<file path="src/rtl/alarm_pkg.sv">
// Encodings shared by the clock/LCD FSM and the alarm buzzer controller,
// plus the counter-width helper used by the buzzer blocks.
package alarm_pkg;

  typedef enum logic [3:0] {
    INITIAL_DELAY      = 4'b0000,
    SHOW_TIME          = 4'b0001,
    SET_HOUR           = 4'b0010,
    SET_MINUTE         = 4'b0011,
    SET_ALARM_HOUR     = 4'b0100,
    SET_ALARM_MINUTE   = 4'b0101,
    ALARM_TIME_REACHED = 4'b1010
  } clk_state_e;

  typedef enum logic [1:0] {
    IDLE = 2'b00,
    RING = 2'b01,
    SNZ  = 2'b10
  } buz_state_e;

  // Bits needed to hold 0..limit; never narrower than one bit.
  function automatic int cnt_w(input int limit);
    return (limit > 0) ? $clog2(limit + 1) : 1;
  endfunction

endpackage

</file>
<file path="src/rtl/alarm_tick_gen.sv">
// Millisecond and second strobes derived from the system clock; a synchronous
// clear restarts both so that time is measured from the clear edge.
module alarm_tick_gen import alarm_pkg::*; #(
  parameter int CLK_HZ = 1000000
) (
  input  logic clk_i,
  input  logic reset_i,
  input  logic clear_i,
  output logic ms_tick_o,
  output logic s_tick_o
);

  localparam int MS_DIV = ((CLK_HZ / 1000) > 0) ? (CLK_HZ / 1000) : 1;
  localparam int MS_W   = cnt_w(MS_DIV);
  localparam int SEC_W  = cnt_w(1000);
  localparam logic [MS_W-1:0]  MS_LAST  = MS_W'(MS_DIV - 1);
  localparam logic [MS_W-1:0]  MS_ONE   = MS_W'(1);
  localparam logic [SEC_W-1:0] SEC_LAST = SEC_W'(999);
  localparam logic [SEC_W-1:0] SEC_ONE  = SEC_W'(1);

  logic [MS_W-1:0]  ms_cnt_q, ms_cnt_d;
  logic [SEC_W-1:0] sec_cnt_q, sec_cnt_d;
  logic             ms_wrap_s;

  assign ms_wrap_s = (ms_cnt_q == MS_LAST);
  assign ms_tick_o = ms_wrap_s & ~clear_i;
  assign s_tick_o  = ms_tick_o & (sec_cnt_q == SEC_LAST);

  // Next-state for the millisecond prescaler and the per-second ms counter.
  always_comb begin
    ms_cnt_d  = ms_cnt_q;
    sec_cnt_d = sec_cnt_q;
    if (clear_i) begin
      ms_cnt_d  = '0;
      sec_cnt_d = '0;
    end else if (ms_wrap_s) begin
      ms_cnt_d = '0;
      if (sec_cnt_q == SEC_LAST) begin
        sec_cnt_d = '0;
      end else begin
        sec_cnt_d = sec_cnt_q + SEC_ONE;
      end
    end else begin
      ms_cnt_d = ms_cnt_q + MS_ONE;
    end
  end

  // Counter registers with synchronous reset.
  always_ff @(posedge clk_i) begin
    if (reset_i) begin
      ms_cnt_q  <= '0;
      sec_cnt_q <= '0;
    end else begin
      ms_cnt_q  <= ms_cnt_d;
      sec_cnt_q <= sec_cnt_d;
    end
  end

endmodule

</file>
<file path="src/rtl/alarm_buzzer_ctrl.sv">
// Piezo buzzer driver: rings with a cadenced tone when the clock FSM reaches
// its alarm state. Snooze support is built only when ALARM_SNOOZE_EN is defined.
module alarm_buzzer_ctrl import alarm_pkg::*; #(
  parameter int                 STATE_W     = 4,
  parameter logic [STATE_W-1:0] ALARM_STATE = STATE_W'(ALARM_TIME_REACHED),
  parameter int                 CLK_HZ      = 1000000,
  parameter int                 TONE_HZ     = 2000,
  parameter int                 BEEP_ON_MS  = 200,
  parameter int                 BEEP_OFF_MS = 200,
  parameter int                 TIMEOUT_S   = 60,
  parameter int                 SNOOZE_S    = 300
) (
  input  logic               clk_i,
  input  logic               reset_i,
  input  logic [STATE_W-1:0] state_i,
  input  logic               stop_i,
  input  logic               snooze_i,
  output logic               buzzer_o,
  output logic               ringing_o,
  output logic               snoozed_o
);

  localparam int HP_RAW  = CLK_HZ / (2 * TONE_HZ);
  localparam int HP      = (HP_RAW > 0) ? HP_RAW : 1;
  localparam int TONE_W  = cnt_w(HP);
  localparam int CAD_MAX = (BEEP_ON_MS > BEEP_OFF_MS) ? BEEP_ON_MS : BEEP_OFF_MS;
  localparam int CAD_W   = cnt_w(CAD_MAX);
  localparam int TO_W    = cnt_w(TIMEOUT_S);
  localparam logic [TONE_W-1:0] TONE_LAST = TONE_W'(HP - 1);
  localparam logic [TONE_W-1:0] TONE_ONE  = TONE_W'(1);
  localparam logic [CAD_W-1:0]  ON_LAST   = CAD_W'((BEEP_ON_MS > 0) ? BEEP_ON_MS - 1 : 0);
  localparam logic [CAD_W-1:0]  OFF_LAST  = CAD_W'((BEEP_OFF_MS > 0) ? BEEP_OFF_MS - 1 : 0);
  localparam logic [CAD_W-1:0]  CAD_ONE   = CAD_W'(1);
  localparam logic [TO_W-1:0]   TO_LAST   = TO_W'((TIMEOUT_S > 0) ? TIMEOUT_S - 1 : 0);
  localparam logic [TO_W-1:0]   TO_ONE    = TO_W'(1);
  localparam bit                TO_EN     = (TIMEOUT_S != 0);

  buz_state_e        fsm_q, fsm_d;
  logic              hit_q, hit_s, trig_s, timeout_s;
  logic              ring_entry_s, snz_entry_s;
  logic              ms_tick_s, s_tick_s;
  logic [TONE_W-1:0] tone_cnt_q, tone_cnt_d;
  logic              tone_q, tone_d;
  logic [CAD_W-1:0]  cad_cnt_q, cad_cnt_d;
  logic              cad_on_q, cad_on_d;
  logic [TO_W-1:0]   to_cnt_q, to_cnt_d;
  logic              buzzer_q, ringing_q;

  assign hit_s     = (state_i == ALARM_STATE);
  assign trig_s    = hit_s & ~hit_q;
  assign timeout_s = TO_EN & s_tick_s & (to_cnt_q == TO_LAST);

  alarm_tick_gen #(.CLK_HZ(CLK_HZ)) u_tick (
    .clk_i     (clk_i),
    .reset_i   (reset_i),
    .clear_i   (ring_entry_s | snz_entry_s),
    .ms_tick_o (ms_tick_s),
    .s_tick_o  (s_tick_s)
  );

`ifdef ALARM_SNOOZE_EN
  localparam int SNZ_W = cnt_w(SNOOZE_S);
  localparam logic [SNZ_W-1:0] SNZ_LAST = SNZ_W'((SNOOZE_S > 0) ? SNOOZE_S - 1 : 0);
  localparam logic [SNZ_W-1:0] SNZ_ONE  = SNZ_W'(1);
  logic [SNZ_W-1:0] snz_cnt_q, snz_cnt_d;
  logic             snoozed_q, snz_done_s;

  assign snz_done_s = s_tick_s & (snz_cnt_q == SNZ_LAST);
  assign snoozed_o  = snoozed_q;

  // Snooze duration counter, restarted on every entry into SNZ.
  always_comb begin
    snz_cnt_d = snz_cnt_q;
    if (snz_entry_s) begin
      snz_cnt_d = '0;
    end else if ((fsm_q == SNZ) && s_tick_s) begin
      snz_cnt_d = (snz_cnt_q == SNZ_LAST) ? '0 : snz_cnt_q + SNZ_ONE;
    end else begin
      snz_cnt_d = snz_cnt_q;
    end
  end

  // Snooze registers.
  always_ff @(posedge clk_i) begin
    if (reset_i) begin
      snz_cnt_q <= '0;
      snoozed_q <= 1'b0;
    end else begin
      snz_cnt_q <= snz_cnt_d;
      snoozed_q <= (fsm_d == SNZ);
    end
  end
`else
  localparam int unused_snooze_s = SNOOZE_S;
  logic unused_snooze_in;
  assign unused_snooze_in = snooze_i;
  assign snoozed_o        = 1'b0;
`endif

  // FSM transitions; STOP outranks timeout, which outranks SNOOZE.
  always_comb begin
    fsm_d        = fsm_q;
    ring_entry_s = 1'b0;
    snz_entry_s  = 1'b0;
    case (fsm_q)
      IDLE: begin
        if (trig_s) begin
          fsm_d        = RING;
          ring_entry_s = 1'b1;
        end else begin
          fsm_d = IDLE;
        end
      end
      RING: begin
        if (stop_i) begin
          fsm_d = IDLE;
        end else if (timeout_s) begin
          fsm_d = IDLE;
`ifdef ALARM_SNOOZE_EN
        end else if (snooze_i) begin
          fsm_d       = SNZ;
          snz_entry_s = 1'b1;
`endif
        end else begin
          fsm_d = RING;
        end
      end
`ifdef ALARM_SNOOZE_EN
      SNZ: begin
        if (stop_i) begin
          fsm_d = IDLE;
        end else if (snz_done_s) begin
          fsm_d        = RING;
          ring_entry_s = 1'b1;
        end else begin
          fsm_d = SNZ;
        end
      end
`endif
      default: fsm_d = IDLE;
    endcase
  end

  // Tone, cadence and timeout counters; all restart on RING entry.
  always_comb begin
    tone_cnt_d = tone_cnt_q;
    tone_d     = tone_q;
    cad_cnt_d  = cad_cnt_q;
    cad_on_d   = cad_on_q;
    to_cnt_d   = to_cnt_q;
    if (ring_entry_s) begin
      tone_cnt_d = '0;
      tone_d     = 1'b1;
      cad_cnt_d  = '0;
      cad_on_d   = 1'b1;
      to_cnt_d   = '0;
    end else if (fsm_q == RING) begin
      if (tone_cnt_q == TONE_LAST) begin
        tone_cnt_d = '0;
        tone_d     = ~tone_q;
      end else begin
        tone_cnt_d = tone_cnt_q + TONE_ONE;
      end
      if (ms_tick_s) begin
        if (cad_cnt_q == (cad_on_q ? ON_LAST : OFF_LAST)) begin
          cad_cnt_d = '0;
          cad_on_d  = ~cad_on_q;
        end else begin
          cad_cnt_d = cad_cnt_q + CAD_ONE;
        end
      end else begin
        cad_cnt_d = cad_cnt_q;
      end
      if (s_tick_s) begin
        to_cnt_d = (to_cnt_q == TO_LAST) ? '0 : to_cnt_q + TO_ONE;
      end else begin
        to_cnt_d = to_cnt_q;
      end
    end else begin
      tone_cnt_d = tone_cnt_q;
    end
  end

  // State, counter and output registers.
  always_ff @(posedge clk_i) begin
    if (reset_i) begin
      fsm_q      <= IDLE;
      hit_q      <= 1'b0;
      tone_cnt_q <= '0;
      tone_q     <= 1'b0;
      cad_cnt_q  <= '0;
      cad_on_q   <= 1'b0;
      to_cnt_q   <= '0;
      buzzer_q   <= 1'b0;
      ringing_q  <= 1'b0;
    end else begin
      fsm_q      <= fsm_d;
      hit_q      <= hit_s;
      tone_cnt_q <= tone_cnt_d;
      tone_q     <= tone_d;
      cad_cnt_q  <= cad_cnt_d;
      cad_on_q   <= cad_on_d;
      to_cnt_q   <= to_cnt_d;
      buzzer_q   <= (fsm_d == RING) & cad_on_d & tone_d;
      ringing_q  <= (fsm_d == RING);
    end
  end

  assign buzzer_o  = buzzer_q;
  assign ringing_o = ringing_q;

endmodule

</file>
<file path="config.mk">
export PLATFORM = sky130hd
export DESIGN_NAME = alarm_buzzer_ctrl
export DESIGN_NICKNAME = d
export VERILOG_FILES = /design/src/rtl/alarm_pkg.sv /design/src/rtl/alarm_tick_gen.sv /design/src/rtl/alarm_buzzer_ctrl.sv
export SDC_FILE = /design/constraint.sdc
export NUM_CORES = 1
export LEC_CHECK = 0
export CORE_UTILIZATION = 60
export DETAILED_ROUTE_END_ITERATION = 10
export PLACE_DENSITY = 0.79
export SYNTH_ARGS = -nofsm -noshare
export SYNTH_HDL_FRONTEND = slang
export SYNTH_SLANG_ARGS = --single-unit
</file>
<file path="constraint.sdc">
create_clock -name clk_i -period 3.5 [get_ports clk_i]
set_clock_uncertainty 0.1 [all_clocks]
set_input_delay 1.05 -clock clk_i [delete_from_list [all_inputs] [get_ports clk_i]]
set_output_delay 1.05 -clock clk_i [all_outputs]
set_load 0.01 [all_outputs]
</file>
==> metrics.txt, run 1 <==
run status=finished clean; share of cells above drive strength 1=3.36%; Hold Path End=cad_cnt_q[1]$_SDFFE_PP0P_; Yosys warning total=0; synthesized flop and latch total=47; PwrDens=360 nW/µm²; Post-CTS Hold Fix Bufs=0; Layout Nets=283; cell count along the critical path=1; core area=3470 µm²; family with the most delay on the worst path=buffers and inverters; initial antenna violation count=0; Vias=1930; Netlist Area Pre-Place=2260 µm²; Tmin final=2.62 ns; CTS tree=done; Final setup viols=0; DR vias/cell=6.15; Die Y-Extent=63.4 µm; Final Non-Filler Cells=314; Sw Share=21.5%; DR iter-0 viols=195; Critical Path Sink Type=output pin; Post-CTS Setup Inserts=0; latest clock arrival within the worst-skew pair=0.29 ns; ys async rst share=0%; Max VDD drop=0.257 mV; length in cells of the worst reg-to-reg path=5; Top FF cell, synth=dfxtp_1; Placed Instances=308; power share of the sequential group=62.4%; Tot GR Track Use=23.8%; RePlAce Congestion=0.826; DP HPWL=3110 µm; WP buf/inv=1; First-pass DRT Iterations=4; Switch Pwr=0.000188 W; largest net degree at the start of global routing=15; antenna-violating nets left=0; RSZ-0062 raised after global routing=no; detailed-route DRC error count=0; clock slew at reported path FFs=0.08 ns; Seq/Total Area, Yosys=41.6%; Comb power frac=3.9%; setup slack, reg-to-reg=1.06 ns; Cells on Worst Hold Path=2; Ant. Diodes=0; reg2reg end=buzzer_o$_SDFF_PP0_; Max Cap Viol=0; Avg Inst Size Synth=8.62 µm²; total gr overflow=0; die area=4020 µm²; P_int=0.000687 W; Rel. slew slack=61.8%; most common cell after layout, fill and taps aside=dfxtp_1; DIE WIDTH=63.4 µm; crit path max fanout=12; Final Hold Viols=0; worst-margin pin slew=0.569 ns; drt wl/cell=14.0 µm; f_max=382 MHz; commonest cells after routing, fill and taps aside=dfxtp_1, nor2_1, nand2_1; Slew Viols, Final=0; IO Port Bufs=8; CP Data Required Time=2.35 ns; min-delay worst type=register to register; Rows=21; P_leak=0.794 nW; hold_sp=cad_cnt_q[1]$_SDFFE_PP0P_; synthesized instance count=262; Synth Net Count=276; CP startpoint kind=register; library cells used by synthesis=47; Largest stage delay, worst path=0.61 ns; H-tree lvl count=2; EDFF count, synth=0; Max clock buf depth=2; vias in the first global route=1735; clock network power share=33.8%; Area Overhead vs Synth=7.75%; TritonCTS Sinks=47; IO Pins=11; CP Cell Sequence=clkdlybuf4s50_1; crit path kind=register to output pin; TritonCTS Buffers=5; setup TNS=0 ns; Crit-path slowest cell=clkdlybuf4s50_1; final WL=4390 µm; crit share post-route=74.8%; root buffer cell=clkbuf_8; CP arrival=1.47 ns; post_cts resized=0; FF-to-FF Start=u_tick.ms_cnt_q[0]$_SDFF_PP0_; Initial Utilization=65.2%; first-pass GRT wire length=7560 µm
-- per-stage QoR --
step	utilization, %	cell area, µm²	hold WS [ns]	setup WS, ns	total power, W
after CTS	70.2	2430	0.370	0.877	0.000882
after global routing	70.2	2430	0.406	0.763	0.000908
after detailed placement	68.1	2360	0.359	0.593	0.000593
final	70.2	2430	0.371	0.882	0.000876
after floorplan	-	2260	0.341	1.30	0.000578
after global placement	68.1	2360	0.354	0.592	0.000591
-- cell type report --
type | instances | area [µm²]
Sequential cell | 47 | 941
Multi-Input combinational cell | 199 | 1250
Fill cell | 294 | 1030
Inverter | 7 | 26.3
Clock buffer | 6 | 72.6
Tap cell | 46 | 57.6
Timing Repair Buffer | 9 | 87.6
-- cells in the mapped netlist, types with 2 or more instances --
| master | instances | area, µm² |
|---|---|---|
| a211oi_1 | 3 | 22.5 |
| a21oi_1 | 14 | 70.1 |
| a311oi_1 | 3 | 26.3 |
| a31oi_1 | 2 | 12.5 |
| a41oi_1 | 3 | 26.3 |
| and3_1 | 7 | 43.8 |
| and4_1 | 2 | 17.5 |
| buf_2 | 4 | 20.0 |
| clkbuf_1 | 4 | 15.0 |
| dfxtp_1 | 47 | 941 |
| ha_1 | 6 | 75.1 |
| inv_1 | 7 | 26.3 |
| nand2_1 | 22 | 82.6 |
| nand3_1 | 19 | 95.1 |
| nand3b_1 | 2 | 15.0 |
| nand4_1 | 10 | 62.6 |
| nand4b_1 | 2 | 17.5 |
| nor2_1 | 30 | 113 |
| nor3_1 | 5 | 25.0 |
| nor4_1 | 5 | 31.3 |
| o21ai_0 | 6 | 30.0 |
| o21ai_1 | 3 | 15.0 |
| o31ai_1 | 5 | 37.5 |
| or3_1 | 3 | 18.8 |
| or4_1 | 8 | 60.1 |
| xnor2_1 | 11 | 96.3 |
| xor2_1 | 9 | 78.8 |
-- power groups by stage --
stage          Combinational [W]  Sequential (W)  Clock, W
2_1_floorplan          0.0000230        0.000555         0
5_1_grt                0.0000375        0.000547  0.000323
4_1_cts                0.0000343        0.000546  0.000302
6_report               0.0000340        0.000546  0.000296
3_5_place_dp           0.0000343        0.000558         0
3_3_place_gp           0.0000333        0.000558         0
-- sequential cells by signal (all words and copies together), names as in the netlist --
name and flops:
u_tick.ms_cnt_q 10, tone_q 1, cad_on_q 1, hit_q 1, to_cnt_q 6, tone_cnt_q 8, cad_cnt_q 8, u_tick.sec_cnt_q 10
ringing_o 1, buzzer_o 1
-- metal layers --
layer	vias up	track usage (%)	part of all wire [%]	wire [µm]
met3	4	4.35	4.0	177
met5	-	0	0	0
met1	911	30.2	48	2110
met2	32	39.5	47	2060
met4	0	9.38	0.91	40
li1	983	-	-	-
-- kinds of logic after synthesis --
family,share of synthesized area (%)
simple gates,30.6
flops,41.6
compound gates,13.0
xor+xnor,7.75
buf+inv,3.05
fa+ha+maj,3.32
other cells,0.166
mux,0.443
-- how the worst max path moves through the flow --
stage / from / endpoint
6_report: ringing_o$_SDFF_PP0_ / ringing_o
3_5_place_dp: state_i[2] / tone_cnt_q[1]$_SDFFE_PP0P_
3_3_place_gp: state_i[2] / tone_cnt_q[1]$_SDFFE_PP0P_
2_1_floorplan: state_i[2] / tone_cnt_q[1]$_SDFFE_PP0P_
5_1_grt: state_i[2] / tone_cnt_q[1]$_SDFFE_PP0P_
4_1_cts: ringing_o$_SDFF_PP0_ / ringing_o
No activity file was read; power rests on OpenSTA's default activity.
==> inputs of run 2 (changes only) <==
Settings changed: CORE_UTILIZATION 60 to 53, PLACE_DENSITY 0.79 to 0.74.
Clock period 3.5 ns to 2.4 ns, I/O delays scaled along.
==> metrics.txt, run 2 (same netlist as run 1, synthesis figures left out) <==
PnR worst setup slack=0.134 ns (-0.748 ns); commonest cells after routing, fill and taps aside=dfxtp_1, nor2_1, nand2_1; Rows=23 (+9.5%); core area=4060 µm² (+17%); crit path kind=register to output pin; Switch Pwr=0.000286 W (+52%); Max VDD drop=0.425 mV (+65%); Post-CTS Hold Fix Bufs=0 (unchanged); Crit-path slowest cell=clkdlybuf4s50_1; top flop regs=u_tick.ms_cnt_q: 10 flops, u_tick.sec_cnt_q: 10 flops; detailed-route DRC error count=0 (unchanged); DR vias/cell=5.69 (-7.4%); largest net degree at the start of global routing=14 (-1); P_leak=0.868 nW (+9.4%); First-pass DRT Iterations=4 (unchanged); CTS tree=done; Die Y-Extent=67.3 µm (+6.2%); Critical Path Sink Type=output pin; Largest stage delay, worst path=0.54 ns (-0.07 ns); Vias=1901 (-1.5%); first-pass GRT wire length=7240 µm (-4.2%); Comb power frac=4.9% (+1.0 points); post_cts resized=0 (unchanged); RePlAce Congestion=0.782 (-5.4%); IO Port Bufs=8 (unchanged); Sw Share=21.9% (+0.34 points); share of cells above drive strength 1=8.45% (+5.1 points); CP Data Required Time=1.58 ns (-0.77 ns); Max clock buf depth=2 (unchanged); crit share post-route=94.4%; TritonCTS Sinks=47 (unchanged); die area=4530 µm² (+13%); setup TNS=0 ns (unchanged); CP arrival=1.45 ns (-0.02 ns); power share of the sequential group=60.6% (-1.8 points); DR iter-0 viols=90 (-54%); min-delay worst type=register to register; DP HPWL=3110 µm (-0.12%); run status=finished clean; most common cell after layout, fill and taps aside=dfxtp_1; vias in the first global route=1707 (-1.6%); TritonCTS Buffers=5 (unchanged); f_max=441 MHz; PwrDens=510 nW/µm² (+42%); Layout Nets=297 (+4.9%); setup slack, reg-to-reg=0.23 ns (-0.83 ns); final WL=4300 µm (-1.9%); CP startpoint kind=register; drt wl/cell=12.9 µm (-7.8%); Tmin final=2.27 ns; DIE WIDTH=67.3 µm (+6.2%); initial antenna violation count=0 (unchanged); antenna-violating nets left=0 (unchanged); Post-CTS Setup Inserts=0 (unchanged); H-tree lvl count=2 (unchanged); Area Overhead vs Synth=13.6%; latest clock arrival within the worst-skew pair=0.29 ns (about the same); Post-DP Area=2480 µm² (+5.2%); Initial Utilization=55.7% (-9.5 points); total gr overflow=0 (unchanged); Max Cap Viol=0 (unchanged); P_int=0.00102 W (+49%); Ant. Diodes=0 (unchanged); Slew Viols, Final=0 (unchanged); IO Pins=11 (unchanged); Final Hold Viols=0 (unchanged); root buffer cell=clkbuf_8; CP Cell Sequence=buf_4, clkdlybuf4s50_1; crit path max fanout=8 (-4); clock slew at reported path FFs=0.09 ns (about the same); RSZ-0062 raised after global routing=no; clock network power share=34.5% (+0.7 points); Final setup viols=0 (unchanged); Place WS=0.0639 ns (-0.529 ns); Finished Cell Area=2570 µm² (+5.4%); Tot GR Track Use=20.7% (-3.1 points)
[run 2: cell types whose count changed in the layout (fill, tap and decap cells not counted)]
cell,delta
buf_4,+13
clkbuf_1,+1
clkinv_2,+1
buf_12,+1
[run 2: layer usage]
layer  share of wire, %  global-route usage [%]  routed length (µm)
met1                 51                    27.1                2190
met2                 46                    33.9                1960
met3                2.5                    4.22                 106
met4               0.98                    6.12                  42
met5                  0                       0                   0
[run 2: worst paths after layout]
path	startpoint	to	cells past startpoint
setup / recovery	ringing_o$_SDFF_PP0_	ringing_o	2
hold / removal	to_cnt_q[5]$_SDFFE_PP0P_	to_cnt_q[5]$_SDFFE_PP0P_	2
setup reg to reg	u_tick.ms_cnt_q[1]$_SDFF_PP0_	u_tick.sec_cnt_q[8]$_SDFFE_PP0N_	5
hold reg to reg	to_cnt_q[5]$_SDFFE_PP0P_	to_cnt_q[5]$_SDFFE_PP0P_	2
[run 2: metrics by stage]
stage	hold WS [ns]	total power [W]	util [%]	std cells
final	0.375	0.00131	63.2	334
after global routing	0.391	0.00136	63.2	334
after CTS	0.380	0.00133	63.2	334
after detailed placement	0.367	0.000877	61.2	326
after global placement	0.358	0.000876	61.2	326
after floorplan	0.341	0.000843	-	262
[run 2: power by group through the flow]
stage / Clock, W / Sequential (W) / Combinational (W)
after floorplan: 0 / 0.000810 / 0.0000336
after global placement: 0 / 0.000813 / 0.0000635
after detailed placement: 0 / 0.000812 / 0.0000643
after CTS: 0.000467 / 0.000794 / 0.0000646
after global routing: 0.000490 / 0.000796 / 0.0000708
final: 0.000452 / 0.000794 / 0.0000641
[run 2: worst max-delay path, delay by kind of cell (launching register included)]
| kind | cells | cell delay (ns) |
|---|---|---|
| buf+inv | 2 | 0.73 |
| flops | 1 | 0.43 |
[run 2: final cells by class]
cell class              count  area (µm²)
well taps                  50        62.6
fillers                   330        1490
inverters                   7        26.3
clock inverters             1        5.00
repair buffers             23         205
multi-input cells         199        1250
flip-flops and latches     47         941
clock buffers               7        76.3
==> inputs of run 3 (changes only) <==
Settings changed: SYNTH_HIERARCHICAL set to 1.
==> metrics.txt, run 3 <==
latest clock arrival within the worst-skew pair=0.30 ns (about the same); crit path from=ringing_o$_SDFF_PP0_; root buffer cell=clkbuf_8; largest net degree at the start of global routing=15 (+1); Final setup viols=0 (unchanged); crit path kind=register to output pin; crit path max fanout=11 (+3); setup TNS=0 ns (unchanged); WP buf/inv=1 (-1); RSZ-0062 raised after global routing=no; P_leak=0.999 nW (+15%); Yosys warning total=6 (+6); First-pass DRT Iterations=4 (unchanged); Largest stage delay, worst path=0.62 ns (+0.08 ns); Filler cells=341 (+3.3%); DR vias/cell=5.38 (-5.5%); commonest cells after routing, fill and taps aside=dfxtp_1, nor2_1, buf_4; initial antenna violation count=0 (unchanged); Area Overhead vs Synth=18.3%; DR iter-0 viols=43 (-52%); H-tree lvl count=2 (unchanged); die area=4400 µm² (-2.9%); most common cell after layout, fill and taps aside=dfxtp_1; CP startpoint kind=register; CP Cell Sequence=clkdlybuf4s50_1; Layout Nets=295 (-0.67%); Max VDD drop=0.339 mV (-20%); Max Cap Viol=0 (unchanged); detailed-route DRC error count=0 (unchanged); Avg Inst Size Synth=8.80 µm² (+2.0%); Ant. Diodes=0 (unchanged); min-delay worst type=register to register; vias in the first global route=1726 (+1.1%); Slew Viols, Final=0 (unchanged); FF-to-FF Start=u_tick/ms_cnt_q[0]$_SDFF_PP0_; DP HPWL=2920 µm (-5.9%); run status=finished clean; synthesized instance count=249 (-5.0%); IO Pins=11 (unchanged); Netlist Area Pre-Place=2190 µm² (-3.0%); final WL=4060 µm (-5.7%); Vias=1785 (-6.1%); most common cell in the netlist=dfxtp_1; DIE WIDTH=66.3 µm (-1.5%); core area=3970 µm² (-2.1%); Initial Utilization=55.2% (-0.52 points); first-pass GRT wire length=7270 µm (+0.37%); CP arrival=1.44 ns (about the same); PwrDens=508 nW/µm² (-0.50%); total gr overflow=0 (unchanged); Synth area leader=dfxtp_1; IO Port Bufs=8 (unchanged); Hold Slack=0.352 ns (-0.0229 ns); drt wl/cell=12.2 µm (-5.1%); Critical Path Sink Type=output pin; EDFF count, synth=0 (unchanged); f_max=442 MHz (about the same); Die Y-Extent=66.3 µm (-1.5%); Rows=23 (unchanged); Seq/Total Area, Yosys=42.9% (+1.3 points); synthesized flop and latch total=47 (unchanged); top flop regs=u_tick/ms_cnt_q: 10 flops, u_tick/sec_cnt_q: 10 flops; Top FF cell, synth=dfxtp_1; Synth top cells by count=dfxtp_1, nor2_1, nand2_1, xnor2_1, nand3_1; Post-CTS Hold Fix Bufs=0 (unchanged); family with the most delay on the worst path=buffers and inverters; RePlAce Congestion=0.788 (+0.81%); Final Hold Viols=0 (unchanged); library cells used by synthesis=45 (-4.3%); TritonCTS Sinks=47 (unchanged); Synth Net Count=263 (-4.7%); TritonCTS Buffers=5 (unchanged); Tmin final=2.26 ns (-0.00108 ns); CTS tree=done; Max clock buf depth=2 (unchanged); hold_sp=u_tick/ms_cnt_q[0]$_SDFF_PP0_; ys async rst share=0% (unchanged); antenna-violating nets left=0 (unchanged); CP Data Required Time=1.58 ns (about the same); Tot GR Track Use=21.5% (+0.88 points); synth top area cells=dfxtp_1, xnor2_1, nor2_1, xor2_1, ha_1; share of cells above drive strength 1=16.0% (+7.5 points); Crit-path slowest cell=clkdlybuf4s50_1; post-synth top area share=42.9% (+1.3 points); crit share post-route=94.4% (about the same); clock slew at reported path FFs=0.09 ns (about the same)
-- run 3: cell count changes after synthesis, moves of 4 or more --
cell | before | now
nor2_1 | 30 | 45
xnor2_1 | 11 | 20
a21oi_1 | 14 | 6
or4_1 | 8 | 0
nor3_1 | 5 | 10
o21ai_0 | 6 | 1
nand3_1 | 19 | 15
o31ai_1 | 5 | 1
-- run 3: repair_timing --
| action | CTS | global route |
|---|---|---|
| gates resized for setup | 1 | 8 |
| setup endpoints to repair | 8 | 16 |
| setup buffers | 0 | 2 |
| pin swaps | 2 | 5 |
-- run 3: path summary, 6_finish.rpt --
check,end,slack (ns),cells after the start
worst min register to register,u_tick/ms_cnt_q[0]$_SDFF_PP0_,0.35,1
worst max-delay path,ringing_o,0.14,1
worst max register to register,cad_cnt_q[7]$_SDFFE_PP0P_,0.24,9
worst min-delay path,u_tick/ms_cnt_q[0]$_SDFF_PP0_,0.35,1
-- run 3: power breakdown --
group / internal, W / total [W] / leakage (nW) / switching [W]
clock network: 0.000200 / 0.000459 / 0.0477 / 0.000259
registers: 0.000787 / 0.000793 / 0.379 / 0.00000653
logic: 0.0000317 / 0.0000642 / 0.572 / 0.0000325
-- run 3: layout make-up --
class                      instances  area, µm²  area share (%)
multi-input combinational        192       1230            47.4
clock buffer                       5       68.8            2.66
tap                               50       62.6            2.41
clock inverter                     3       15.0           0.579
inverter                           5       21.3           0.821
timing repair buffer              30        255            9.85
sequential                        47        941            36.3
-- run 3: metrics by stage --
stage	util [%]	cells	power, W	setup WS [ns]	instance area [µm²]
finish	65.2	332	0.00132	0.135	2590
global route	65.2	332	0.00137	0.0480	2590
CTS	64.0	330	0.00133	-0.0319	2540
detailed placement	61.7	322	0.000873	-0.367	2450
global placement	61.7	322	0.000871	-0.329	2450
floorplan	-	249	0.000844	0.105	2190
-- run 3: kinds of logic (layout without fill, tap and decap cells) --
logic type / Yosys count / after routing / share of synthesized area [%]
AO/OA/AOI/OAI: 18 / 18 / 5.83
XOR/XNOR: 32 / 32 / 12.8
adder cells (fa/ha/maj): 6 / 6 / 3.43
buffers and inverters: 10 / 43 / 2.34
flip-flops: 47 / 47 / 42.9
other: 1 / 1 / 0.171
AND/OR/NAND/NOR: 135 / 135 / 32.5
-- run 3: per-layer routing --
| metal | routed length (µm) | vias to the layer above | global-route usage [%] |
|---|---|---|---|
| met1 | 1910 | 836 | 25.4 |
| met3 | 101 | 6 | 5.34 |
| li1 | - | 927 | - |
| met5 | 0 | - | 0 |
| met2 | 1990 | 16 | 36.7 |
| met4 | 57 | 0 | 9.31 |
